===== src/rtl/serial_sub_ctrl_if.sv =====
// Operand/result bundle for the bit-serial subtractor.
// Master drives the request side; slave (the controller) drives status and results.
interface serial_sub_ctrl_if #(
   parameter int W = 8
);
   logic         start;
   logic [W-1:0] a;
   logic [W-1:0] b;
   logic         bin;
   logic         busy;
   logic         done;
   logic [W-1:0] diff;
   logic         borr;
   logic         ovf;

   modport master (
      output start, a, b, bin,
      input  busy, done, diff, borr, ovf
   );

   modport slave (
      input  start, a, b, bin,
      output busy, done, diff, borr, ovf
   );
endinterface


===== src/rtl/serial_sub_ctrl.sv =====
// Bit-serial subtractor: one full-subtractor cell time-shared LSB-first across a W-bit word.
// Computes diff = a - b - bin with final borrow and signed-overflow flag.
module serial_sub_ctrl #(
   parameter int W = 8
) (
   input  logic              clk,
   input  logic              rst_n,
   serial_sub_ctrl_if.slave  bus
);

   // Handshake: start is sampled only in IDLE or DONE; the accepting edge also samples
   // a/b/bin. busy is high for the W RUN cycles, then done pulses for one cycle with
   // diff/borr/ovf valid; results hold until the next completion.

   localparam int            CW   = (W > 1) ? $clog2(W) : 1;
   localparam logic [CW-1:0] LAST = CW'(W - 1);

   typedef enum logic [1:0] {
      IDLE = 2'd0,
      RUN  = 2'd1,
      DONE = 2'd2
   } state_t;

   state_t        state_q, state_d;
   logic [W-1:0]  a_sh_q, a_sh_d;
   logic [W-1:0]  b_sh_q, b_sh_d;
   logic [W-1:0]  res_q, res_d;
   logic          br_q, br_d;
   logic [CW-1:0] cnt_q, cnt_d;
   logic [W-1:0]  diff_q, diff_d;
   logic          borr_q, borr_d;
   logic          ovf_q, ovf_d;
   logic          busy_q, busy_d;
   logic          done_q, done_d;

   logic ai, bi, d_bit, br_next;

   always_comb begin
      ai      = a_sh_q[0];
      bi      = b_sh_q[0];
      d_bit   = ai ^ bi ^ br_q;
      br_next = (~ai & bi) | (~ai & br_q) | (bi & br_q);
   end

   always_comb begin
      state_d = state_q;
      a_sh_d  = a_sh_q;
      b_sh_d  = b_sh_q;
      res_d   = res_q;
      br_d    = br_q;
      cnt_d   = cnt_q;
      diff_d  = diff_q;
      borr_d  = borr_q;
      ovf_d   = ovf_q;
      busy_d  = busy_q;
      done_d  = 1'b0;

      case (state_q)
         IDLE, DONE: begin
            if (bus.start) begin
               state_d = RUN;
               a_sh_d  = bus.a;
               b_sh_d  = bus.b;
               br_d    = bus.bin;
               res_d   = '0;
               cnt_d   = '0;
               busy_d  = 1'b1;
            end else begin
               state_d = IDLE;
               busy_d  = 1'b0;
            end
         end
         RUN: begin
            a_sh_d = a_sh_q >> 1;
            b_sh_d = b_sh_q >> 1;
            res_d  = {d_bit, res_q[W-1:1]};
            br_d   = br_next;
            if (cnt_q == LAST) begin
               // br_q here is the borrow into the MSB; XOR with borrow out gives overflow
               state_d = DONE;
               diff_d  = {d_bit, res_q[W-1:1]};
               borr_d  = br_next;
               ovf_d   = br_q ^ br_next;
               busy_d  = 1'b0;
               done_d  = 1'b1;
            end else begin
               cnt_d = cnt_q + CW'(1);
            end
         end
         default: begin
            state_d = IDLE;
            busy_d  = 1'b0;
         end
      endcase
   end

   always_ff @(posedge clk) begin
      if (!rst_n) begin
         state_q <= IDLE;
         a_sh_q  <= '0;
         b_sh_q  <= '0;
         res_q   <= '0;
         br_q    <= 1'b0;
         cnt_q   <= '0;
         diff_q  <= '0;
         borr_q  <= 1'b0;
         ovf_q   <= 1'b0;
         busy_q  <= 1'b0;
         done_q  <= 1'b0;
      end else begin
         state_q <= state_d;
         a_sh_q  <= a_sh_d;
         b_sh_q  <= b_sh_d;
         res_q   <= res_d;
         br_q    <= br_d;
         cnt_q   <= cnt_d;
         diff_q  <= diff_d;
         borr_q  <= borr_d;
         ovf_q   <= ovf_d;
         busy_q  <= busy_d;
         done_q  <= done_d;
      end
   end

   assign bus.busy = busy_q;
   assign bus.done = done_q;
   assign bus.diff = diff_q;
   assign bus.borr = borr_q;
   assign bus.ovf  = ovf_q;

endmodule


===== src/flat_wrapper.sv =====
// flat-port wrapper written by rule: the top's interface ports become plain ports
module serial_sub_ctrl_flat 
#(
   parameter int W = 8
)
  (clk, rst_n, bus_start, bus_a, bus_b, bus_bin, bus_busy, bus_done, bus_diff, bus_borr, bus_ovf);
  serial_sub_ctrl_if #(.W(W)) bus_i ();
  input  logic clk;
  input  logic rst_n;
  input wire logic [$bits(bus_i.start)-1:0] bus_start;
  input wire logic [$bits(bus_i.a)-1:0] bus_a;
  input wire logic [$bits(bus_i.b)-1:0] bus_b;
  input wire logic [$bits(bus_i.bin)-1:0] bus_bin;
  output wire logic [$bits(bus_i.busy)-1:0] bus_busy;
  output wire logic [$bits(bus_i.done)-1:0] bus_done;
  output wire logic [$bits(bus_i.diff)-1:0] bus_diff;
  output wire logic [$bits(bus_i.borr)-1:0] bus_borr;
  output wire logic [$bits(bus_i.ovf)-1:0] bus_ovf;
  assign bus_i.start = bus_start;
  assign bus_i.a = bus_a;
  assign bus_i.b = bus_b;
  assign bus_i.bin = bus_bin;
  assign bus_busy = bus_i.busy;
  assign bus_done = bus_i.done;
  assign bus_diff = bus_i.diff;
  assign bus_borr = bus_i.borr;
  assign bus_ovf = bus_i.ovf;
  serial_sub_ctrl #(.W(W)) u_core (.clk(clk), .rst_n(rst_n), .bus(bus_i));
endmodule

===== config.mk =====
export PLATFORM = sky130hd
export DESIGN_NAME = serial_sub_ctrl_flat
export DESIGN_NICKNAME = d
export VERILOG_FILES = /design/src/rtl/serial_sub_ctrl_if.sv /design/src/rtl/serial_sub_ctrl.sv /design/src/flat_wrapper.sv
export SDC_FILE = /design/constraint.sdc
export NUM_CORES = 1
export LEC_CHECK = 0
export BUFFER_PORTS_ARGS = -buffer_cell sky130_fd_sc_hd__buf_2
export CAP_MARGIN = 20
export CORE_ASPECT_RATIO = 0.75
export CORE_MARGIN = 2
export CORE_UTILIZATION = 39
export DETAILED_ROUTE_END_ITERATION = 10
export PLACE_DENSITY = 0.64
export SETUP_SLACK_MARGIN = 0.2
export SLEW_MARGIN = 20
export SYNTH_ARGS = -nofsm -noshare
export SYNTH_HDL_FRONTEND = slang
export SYNTH_SLANG_ARGS = --single-unit

===== constraint.sdc =====
create_clock -name clk -period 3.14 [get_ports clk]
set_clock_uncertainty 0.1 [all_clocks]
set_input_delay 0.314 -clock clk [delete_from_list [all_inputs] [get_ports clk]]
set_output_delay 0.314 -clock clk [all_outputs]
set_load 0.01 [all_outputs]

### Word-level counts from Yosys, hierarchy flattened

Index checks and enable logic that the tools add are counted.
W data, S select, Z words.

* flip-flop bits (word level): 42
* input port bits: 20
* output and inout port bits: 12
* logic and storage cells: 52

* add/subtract/negate cells: 1
* equal/unequal tests: 6
* mux-type cells: 18
* bitwise logic cells: 9
* reductions and logical operators: 7

Operator list (count)
* $pmux W8 S2: 3
* $mux W8: 3
* $mux W3: 2
* $pmux W3 S2: 1
* $reduce_and A2 Y1: 3
* $mux W1: 5
* $ne A2 B2 Y1 const B: 2
* $pmux W1 S2: 2
* $pmux W2 S2: 1
* $add A3 B1 Y3 const B: 1
* $and A1 B1 Y1: 3
* $eq A3 B3 Y1 const B: 1
* $reduce_and A3 Y1: 1
* $xor A1 B1 Y1: 3
* $eq A2 B1 Y1 const B: 1
* $eq A2 B2 Y1 const B: 1
* $logic_not A2 Y1: 1
* $mux W2: 1
* $ne A2 B1 Y1 const B: 1
* $or A1 B1 Y1: 2
* $reduce_bool A2 Y1: 1
* $reduce_or A2 Y1: 1
* $not A1 Y1: 1

### Logic depth before layout (Yosys ltp)

Gate-level depths: netlist of the first run.

* word-level depth: 5
* depth in mapped cells: 6
* mapped depth without buffers: 5

### Worst setup path before layout of the first run

OpenSTA, ideal clock, no wires.

* path type: reg-to-reg
* start point: reg u_core.cnt_q[0]
* end point: reg u_core.diff_q[7], in the netlist u_core.bus.diff[7]
* arrival time: 1.265 ns
* data required time: 2.954 ns
* setup slack: 1.690 ns
* stages on the path, launching flop included: 6
* path buffers: 1
* clock period less this slack: 1.450 ns
* path through: dfxtp_1 -> ha_1 -> ha_1 -> and3b_1 -> buf_2 -> a211oi_1

* cells in the longest elaborated chain, start to end: 2

RTL lines
* start, declared: RTL line serial_sub_ctrl.sv:29 `logic [CW-1:0] cnt_q, cnt_d;`
* start signal, assigned: RTL line serial_sub_ctrl.sv:116 `cnt_q <= cnt_d;`
* $eq A3 B3 Y1: RTL line serial_sub_ctrl.sv:78 `if (cnt_q == LAST) begin`
* $reduce_and A2 Y1 (no line)
* end signal, assigned: RTL line serial_sub_ctrl.sv:117 `diff_q <= diff_d;`
* end, declared: RTL line serial_sub_ctrl.sv:30 `logic [W-1:0] diff_q, diff_d;`

Every way passes these cells.
A chain may end at the register's enable or synchronous reset.

==> results of run 1 <==
synth_stat cells (all sizes together):
| master | instances |
|---|---|
| a211oi | 2 |
| a21oi | 19 |
| a31o | 1 |
| a31oi | 15 |
| and3b | 1 |
| buf | 8 |
| clkbuf | 5 |
| dfxtp | 40 |
| fa | 1 |
| ha | 2 |
| inv | 2 |
| nand2 | 56 |
| nand2b | 3 |
| nand3 | 9 |
| nand3b | 3 |
| nor2 | 6 |
| nor2b | 2 |
| nor3b | 1 |
| nor4 | 1 |
| o21ai | 15 |
| xnor2 | 1 |
per-stage QoR:
step	instance area [um^2]	hold slack (ns)	power, W	instances
after floorplan	1580	0.332	0.000635	193
after CTS	1840	0.154	0.00102	275
after global routing	1840	0.159	0.00106	275
after global placement	1750	0.341	0.000662	268
final	1840	0.160	0.00101	275
after detailed placement	1750	0.347	0.000663	268
power groups by stage:
| stage | Combinational, W | Clock [W] | Sequential, W |
|---|---|---|---|
| 3_3_place_gp | 0.000104 | 0 | 0.000558 |
| 2_1_floorplan | 0.0000794 | 0 | 0.000555 |
| 6_report | 0.000104 | 0.000363 | 0.000547 |
| 4_1_cts | 0.000105 | 0.000373 | 0.000546 |
| 5_1_grt | 0.000119 | 0.000394 | 0.000550 |
| 3_5_place_dp | 0.000105 | 0 | 0.000558 |
flip-flops by register name, indices dropped and copies added, names as in the netlist, 3 cells and up:
signal,cells
u_core.bus.diff,8
u_core.cnt_q,3
u_core.res_q,7
u_core.a_sh_q,8
u_core.b_sh_q,8
cells by family after synthesis:
group	synth area share, %
adders and majority gates	2.85
buffers and inverters	4.99
xor gates and xnor gates	0.554
and+or+nand+nor	22.7
DFF	50.7
AOI/OAI and AO/OA	18.2
metal layers:
metal  GRT usage [%]  share of wire (%)  up-vias
met4            6.12                1.6        0
met5               0                  0        -
met3            4.12                4.5        7
met1            19.3                 53      597
li1                -                  -      713
met2            21.6                 41       34
path summary, 6_finish.rpt:
| check | end | slack, ns | cells after the start |
|---|---|---|---|
| setup / recovery | u_core.a_sh_q[6]$_SDFFE_PN0P_ | 1.41 | 3 |
| hold / removal | u_core.b_sh_q[7]$_SDFFE_PN0P_ | 0.16 | 3 |
| setup reg to reg | u_core.a_sh_q[6]$_SDFFE_PN0P_ | 1.41 | 3 |
| hold reg to reg | u_core.bus.diff[4]$_SDFFE_PN0P_ | 0.35 | 2 |
layout by cell type, fill, tap and decap left out, drive strengths merged:
| master | n |
|---|---|
| nand2 | 56 |
| dfxtp | 40 |
| buf | 33 |
| a21oi | 19 |
| a31oi | 15 |
| o21ai | 15 |
| nand3 | 9 |
| clkbuf | 7 |
| nor2 | 6 |
| nand2b | 3 |
| nand3b | 3 |
| nor2b | 2 |
| a211oi | 2 |
| ha | 2 |
| inv | 2 |
| and3b | 1 |
| nor3b | 1 |
| nor4 | 1 |
| a31o | 1 |
| xnor2 | 1 |
| fa | 1 |
layout make-up:
| cell class | count | area [um^2] |
|---|---|---|
| fillers | 399 | 2130 |
| flip-flops and latches | 40 | 801 |
| multi-input cells | 138 | 701 |
| repair buffers | 33 | 170 |
| clock buffers | 7 | 96.3 |
| well taps | 55 | 68.8 |
| inverters | 2 | 7.51 |
tightest hold or removal path: cells and delay by family:
kind / cells / cell delay, ns
buffers and inverters: 1 / 0.09
and+or+nand+nor: 1 / 0.05
AOI/OAI and AO/OA: 1 / 0.05
==> impl_metrics.csv, run 1 <==
group,metric,value,unit
outcome,status,"completed",
route,wirelength,3.06,mm
grt,grt_pass1_vias,1152,
grt,grt_pass1_wl,5.06,mm
floorplan,fp.dieW,77.5,um
critical_path,path_buf_inv,0,
power,p_int,0.000768,W
placement,port_buffers,31,
yosys,syn_nets,216,
placement,post-place-ws,1.42,ns
floorplan,core-area,3980,um^2
yosys,yosys_warnings,0,
critical_path,startpoint,"u_core.bus.busy$_SDFFE_PN0P_",
cells_and_area,syn_to_final_growth,16.7,%
power,p_sw_share,24.2,%
yosys,ys_seq_elements,40,
floorplan,die_y,59.1,um
critical_path,r2r-start,"u_core.bus.busy$_SDFFE_PN0P_",
timing,tns,0,ns
power,switching_power,0.000245,W
yosys,syn_inst,193,
cts,post_cts_buffers,0,
cts,cts_tree,"yes",
critical_path,crit_required,3.26,ns
cells_and_area,diodes,0,
grt,antenna_found_initial,0,
floorplan,start_util,39.7,%
critical_path,cp_max_fo,26,
power,p_leak,0.724,nW
route,viasPerCell,4.91,
critical_path,worstPathCellList,"nand2b_1 > nand2_1 > a31oi_1",
cells_and_area,fin_nets,243,
placement,globalplace.congestion,0.719,
timing,min_period,1.73,ns
critical_path,path_delay_family,"simple AND/OR/NAND/NOR gates",
cts,htreeDepth,2,
yosys,synthTopCellsByArea,"dfxtp_1 (51%), nand2_1 (13%), a21oi_1 (6.0%)",
grt,grt_max_degree,41,
route,drtIter0Drc,48,
timing,fin_crit_sh,55.0,%
cts,clock_path_buffers,2,
placement,dp_hpwl,2.03,mm
timing,maxSlewViolCount,0,
power,power_frac_comb,10.3,%
cts,ctsResizeCount,0,
cts,cts.hold.buffers_added,0,
timing,worst_pin_slew,0.969,ns
cts,cts.sinks,40,
floorplan,design.die.area,4580,um^2
critical_path,worst_path_max_delay_cell,"nand2b_1",
hold_path,hold_path.class,"in2reg",
timing,finalSetupViolations,0,
cells_and_area,finish.utilization,46.4,%
yosys,yosysTopAreaCell,"dfxtp_1",
route,antenna_left,0,
power,ir_worst_vdd,0.000230,V
critical_path,critical_path_class,"reg2reg",
timing,slew_headroom,35.4,%
cts,path_clk_slew,0.07,ns
route,drc,0,
route,drt_pass1_iterations,4,
timing,fin_ws,1.41,ns
hold_path,min_from,"bus_b[7]",
floorplan,placement_rows,20,
grt,grt_remaining_overflow,0,
yosys,synth_top_area_share,50.7,%
cells_and_area,drive_gt1_share,19.1,%
yosys,seq_area_frac_synth,50.7,%
run,maxCapViolCount,0,
power,powerDensity,549,nW/um^2
route,drt-wirelength-per-cell,11.1,um
route,vias,1351,
cts,cts_made_buffers,5,
floorplan,ios,32,
cts,clock_latency,0.29,ns
timing,rsz0062_at_grt,"false",
grt,track_usage,14.3,%
yosys,yosysUniqueCellTypes,24,
critical_path,cp.arrival,1.84,ns
power,seqPwrFrac,53.9,%
timing,max_freq,579,MHz
critical_path,cp-start-kind,"register",
yosys,netlist_area,1580,um^2
critical_path,critPathMaxStageDelay,0.79,ns
yosys,syn_avg_cell_area,8.19,um^2
timing,hold_violations,0,
cts,cts_root_buffer,"clkbuf_8",
critical_path,end_kind,"register",
power,pwr-share-clk,35.8,%
(Power assumes the default switching activity.)
==> inputs of run 2 (changes only) <==
Settings changed: ABC_AREA set to 1, PLACE_DENSITY 0.64 to 0.63.
Clock period 3.14 ns to 1.7 ns, I/O delays scaled along.
==> run 2 against run 1 <==
Compared with the run above:
- the run now ends with hold timing left
- final cell count is 18% higher
- fmax rose by 23%
- sequential power grew 85%
- non-clock buffer count is 9 higher
- setup slack got worse by 1.1 ns
- first-iteration DRC count increased by 130%
- highest routed layer unchanged
==> impl_metrics.csv, run 2 <==
group,metric,value,unit
outcome,status,"finished with violations",
outcome,violations,"hold timing",
cells_and_area,finish.utilization,47.9,%
power,p_total,0.00211,W
hold_path,hold_path.class,"in2reg",
route,vias,1524,
cts,clock_path_buffers,2,
critical_path,path_buf_inv,0,
grt,track_usage,14.9,%
grt,grt_remaining_overflow,0,
power,p_leak,0.982,nW
critical_path,cp-start-kind,"register",
route,wirelength,3.55,mm
cts,clock_latency,0.30,ns
route,drc,0,
floorplan,core-area,4470,um^2
floorplan,fp.dieW,82.9,um
cells_and_area,ff_latch_area,801,um^2
run,maxCapViolCount,0,
cells_and_area,fillers,472,
critical_path,end_kind,"register",
power,powerDensity,986,nW/um^2
timing,whs,-0.000601,ns
floorplan,placement_rows,21,
floorplan,design.die.area,5240,um^2
floorplan,die_y,63.2,um
critical_path,cp_max_fo,3,
cts,htreeDepth,2,
placement,dp.cells,310,
route,antenna_left,0,
timing,fin_crit_sh,82.9,%
power,ir_worst_vdd,0.000457,V
cells_and_area,fin_cells,325,
critical_path,crit_required,1.83,ns
grt,grt_pass1_wl,6.29,mm
timing,hold_violations,1,
critical_path,critPathMaxStageDelay,0.51,ns
critical_path,critical_path_class,"reg2reg",
floorplan,ios,32,
timing,worst_pin_slew,0.473,ns
timing,rsz0062_at_grt,"false",
cells_and_area,fin_nets,290,
yosys,ys_seq_elements,40,
cells_and_area,multi_input_area,792,um^2
yosys,synth_edf_count,0,
cts,path_clk_slew,0.09,ns
yosys,synth_top_area_share,44.0,%
placement,dp_hpwl,2.33,mm
power,p_sw_share,26.7,%
timing,max_freq,710,MHz
critical_path,rrSetupSlack,0.29,ns
power,pwr-share-clk,38.1,%
yosys,postSynth.topFlopCell,"dfxtp_1",
placement,globalplace.congestion,0.730,
cells_and_area,diodes,0,
cts,post_cts_buffers,0,
cells_and_area,layout_commonest_cell,"nand3_1",
cts,cts_made_buffers,5,
yosys,synthArstFlopShare,0,%
yosys,synthTopCellsByArea,"dfxtp_1 (44%), nand3_1 (13%), nand2_1 (6.8%)",
placement,port_buffers,31,
critical_path,worstPathCellList,"fa_1 > or2_1 > a21oi_1",
yosys,syn_inst,231,
route,drtIter0Drc,110,
timing,finalSetupViolations,0,
cells_and_area,syn_to_final_growth,17.5,%
grt,grt_pass1_vias,1382,
route,viasPerCell,4.69,
power,switching_power,0.000562,W
critical_path,cp.arrival,1.54,ns
timing,min_period,1.41,ns
yosys,netlist_area,1820,um^2
power,seqPwrFrac,47.9,%
grt,antenna_found_initial,0,
yosys,yosys_warnings,0,
cells_and_area,final_cell_mix,"nand3_1 (46), dfxtp_1 (40), nand2_1 (33), buf_2 (31), nor2_1 (23)",
cts,cts_root_buffer,"clkbuf_8",
yosys,synth_common_cells,"nand3_1 (47), dfxtp_1 (40), nand2_1 (33), nor2_1 (23), inv_1 (22)",
cts,cts.sinks,40,
route,drt-wirelength-per-cell,10.9,um
cts,cts_tree,"yes",
timing,tns,0,ns
timing,maxSlewViolCount,0,
yosys,syn_nets,254,
yosys,synth_most_common_cell,"nand3_1",
power,p_int,0.00155,W
critical_path,worst_path_max_delay_cell,"fa_1",
cells_and_area,drive_gt1_share,24.3,%
timing,slew_headroom,68.4,%
critical_path,path_delay_family,"adder cells",
yosys,yosysUniqueCellTypes,25,
yosys,syn_avg_cell_area,7.88,um^2
grt,grt_max_degree,45,
yosys,seq_area_frac_synth,44.0,%
power,power_frac_comb,14.0,%
floorplan,start_util,40.8,%
route,drt_pass1_iterations,4,
yosys,yosysTopAreaCell,"dfxtp_1",
-- run 2: per-stage QoR --
| step | worst slack, ns | hold slack (ns) | area (um^2) |
|---|---|---|---|
| 6_report | 0.291 | -0.000601 | 2140 |
| 5_1_grt | 0.196 | 0.00950 | 2140 |
| 4_1_cts | 0.220 | 0.000591 | 2130 |
| 3_5_place_dp | 0.228 | 0.306 | 1950 |
| 3_3_place_gp | 0.237 | 0.306 | 1950 |
| 2_1_floorplan | 0.363 | 0.210 | 1820 |
-- run 2: worst paths after layout --
kind                                start                              end  cells after the start
max              u_core.br_q$_SDFFE_PN0P_     u_core.res_q[7]$_SDFFE_PN0P_                      3
min                              bus_a[4]    u_core.a_sh_q[4]$_SDFFE_PN0P_                      3
max reg2reg      u_core.br_q$_SDFFE_PN0P_     u_core.res_q[7]$_SDFFE_PN0P_                      3
min reg2reg  u_core.res_q[3]$_SDFFE_PN0P_  u_core.bus.diff[2]$_SDFFE_PN0P_                      2
-- run 2: worst register-to-register path, cell delays in order, from the launching register on --
cell and delay, ns:
dfxtp_1 0.35, fa_1 0.51, or2_1 0.24, a21oi_1 0.13
-- run 2: cell families after synthesis --
kind of cell,count (synthesis),share of synthesized area [%]
xor gates and xnor gates,1,0.481
DFF,40,44.0
adders and majority gates,3,2.47
AOI/OAI and AO/OA,17,5.91
buffers and inverters,38,12.8
and+or+nand+nor,132,34.4
-- run 2: area by class of cell --
cell class	instances	share of cell area (%)
sequential	40	37.4
timing repair buffer	42	11.9
clock inverter	3	2.22
multi-input combinational	153	37.0
clock buffer	5	3.22
inverter	25	4.80
tap	57	3.34
-- run 2: power groups by stage --
stage | sequential (W) | clock [W] | combinational (W)
floorplan | 0.00103 | 0 | 0.000245
global placement | 0.00103 | 0 | 0.000280
detailed placement | 0.00103 | 0 | 0.000281
CTS | 0.00101 | 0.000824 | 0.000295
global route | 0.00102 | 0.000854 | 0.000338
finish | 0.00101 | 0.000804 | 0.000294
-- run 2: timing repair --
item | 4_1_cts | 5_1_grt
resized for setup | 0 | 2
setup endpoints to repair | 0 | 9
hold endpoints to repair | 7 | 0
hold buffers | 7 | 0
-- run 2: routing by layer --
metal,wire (um),track usage (%),vias up,share of wire [%]
met3,174,3.80,7,4.9
li1,-,-,819,-
met2,1420,22.3,30,40
met1,1870,20.0,668,53
met4,80,7.38,0,2.3
met5,0,0,-,0
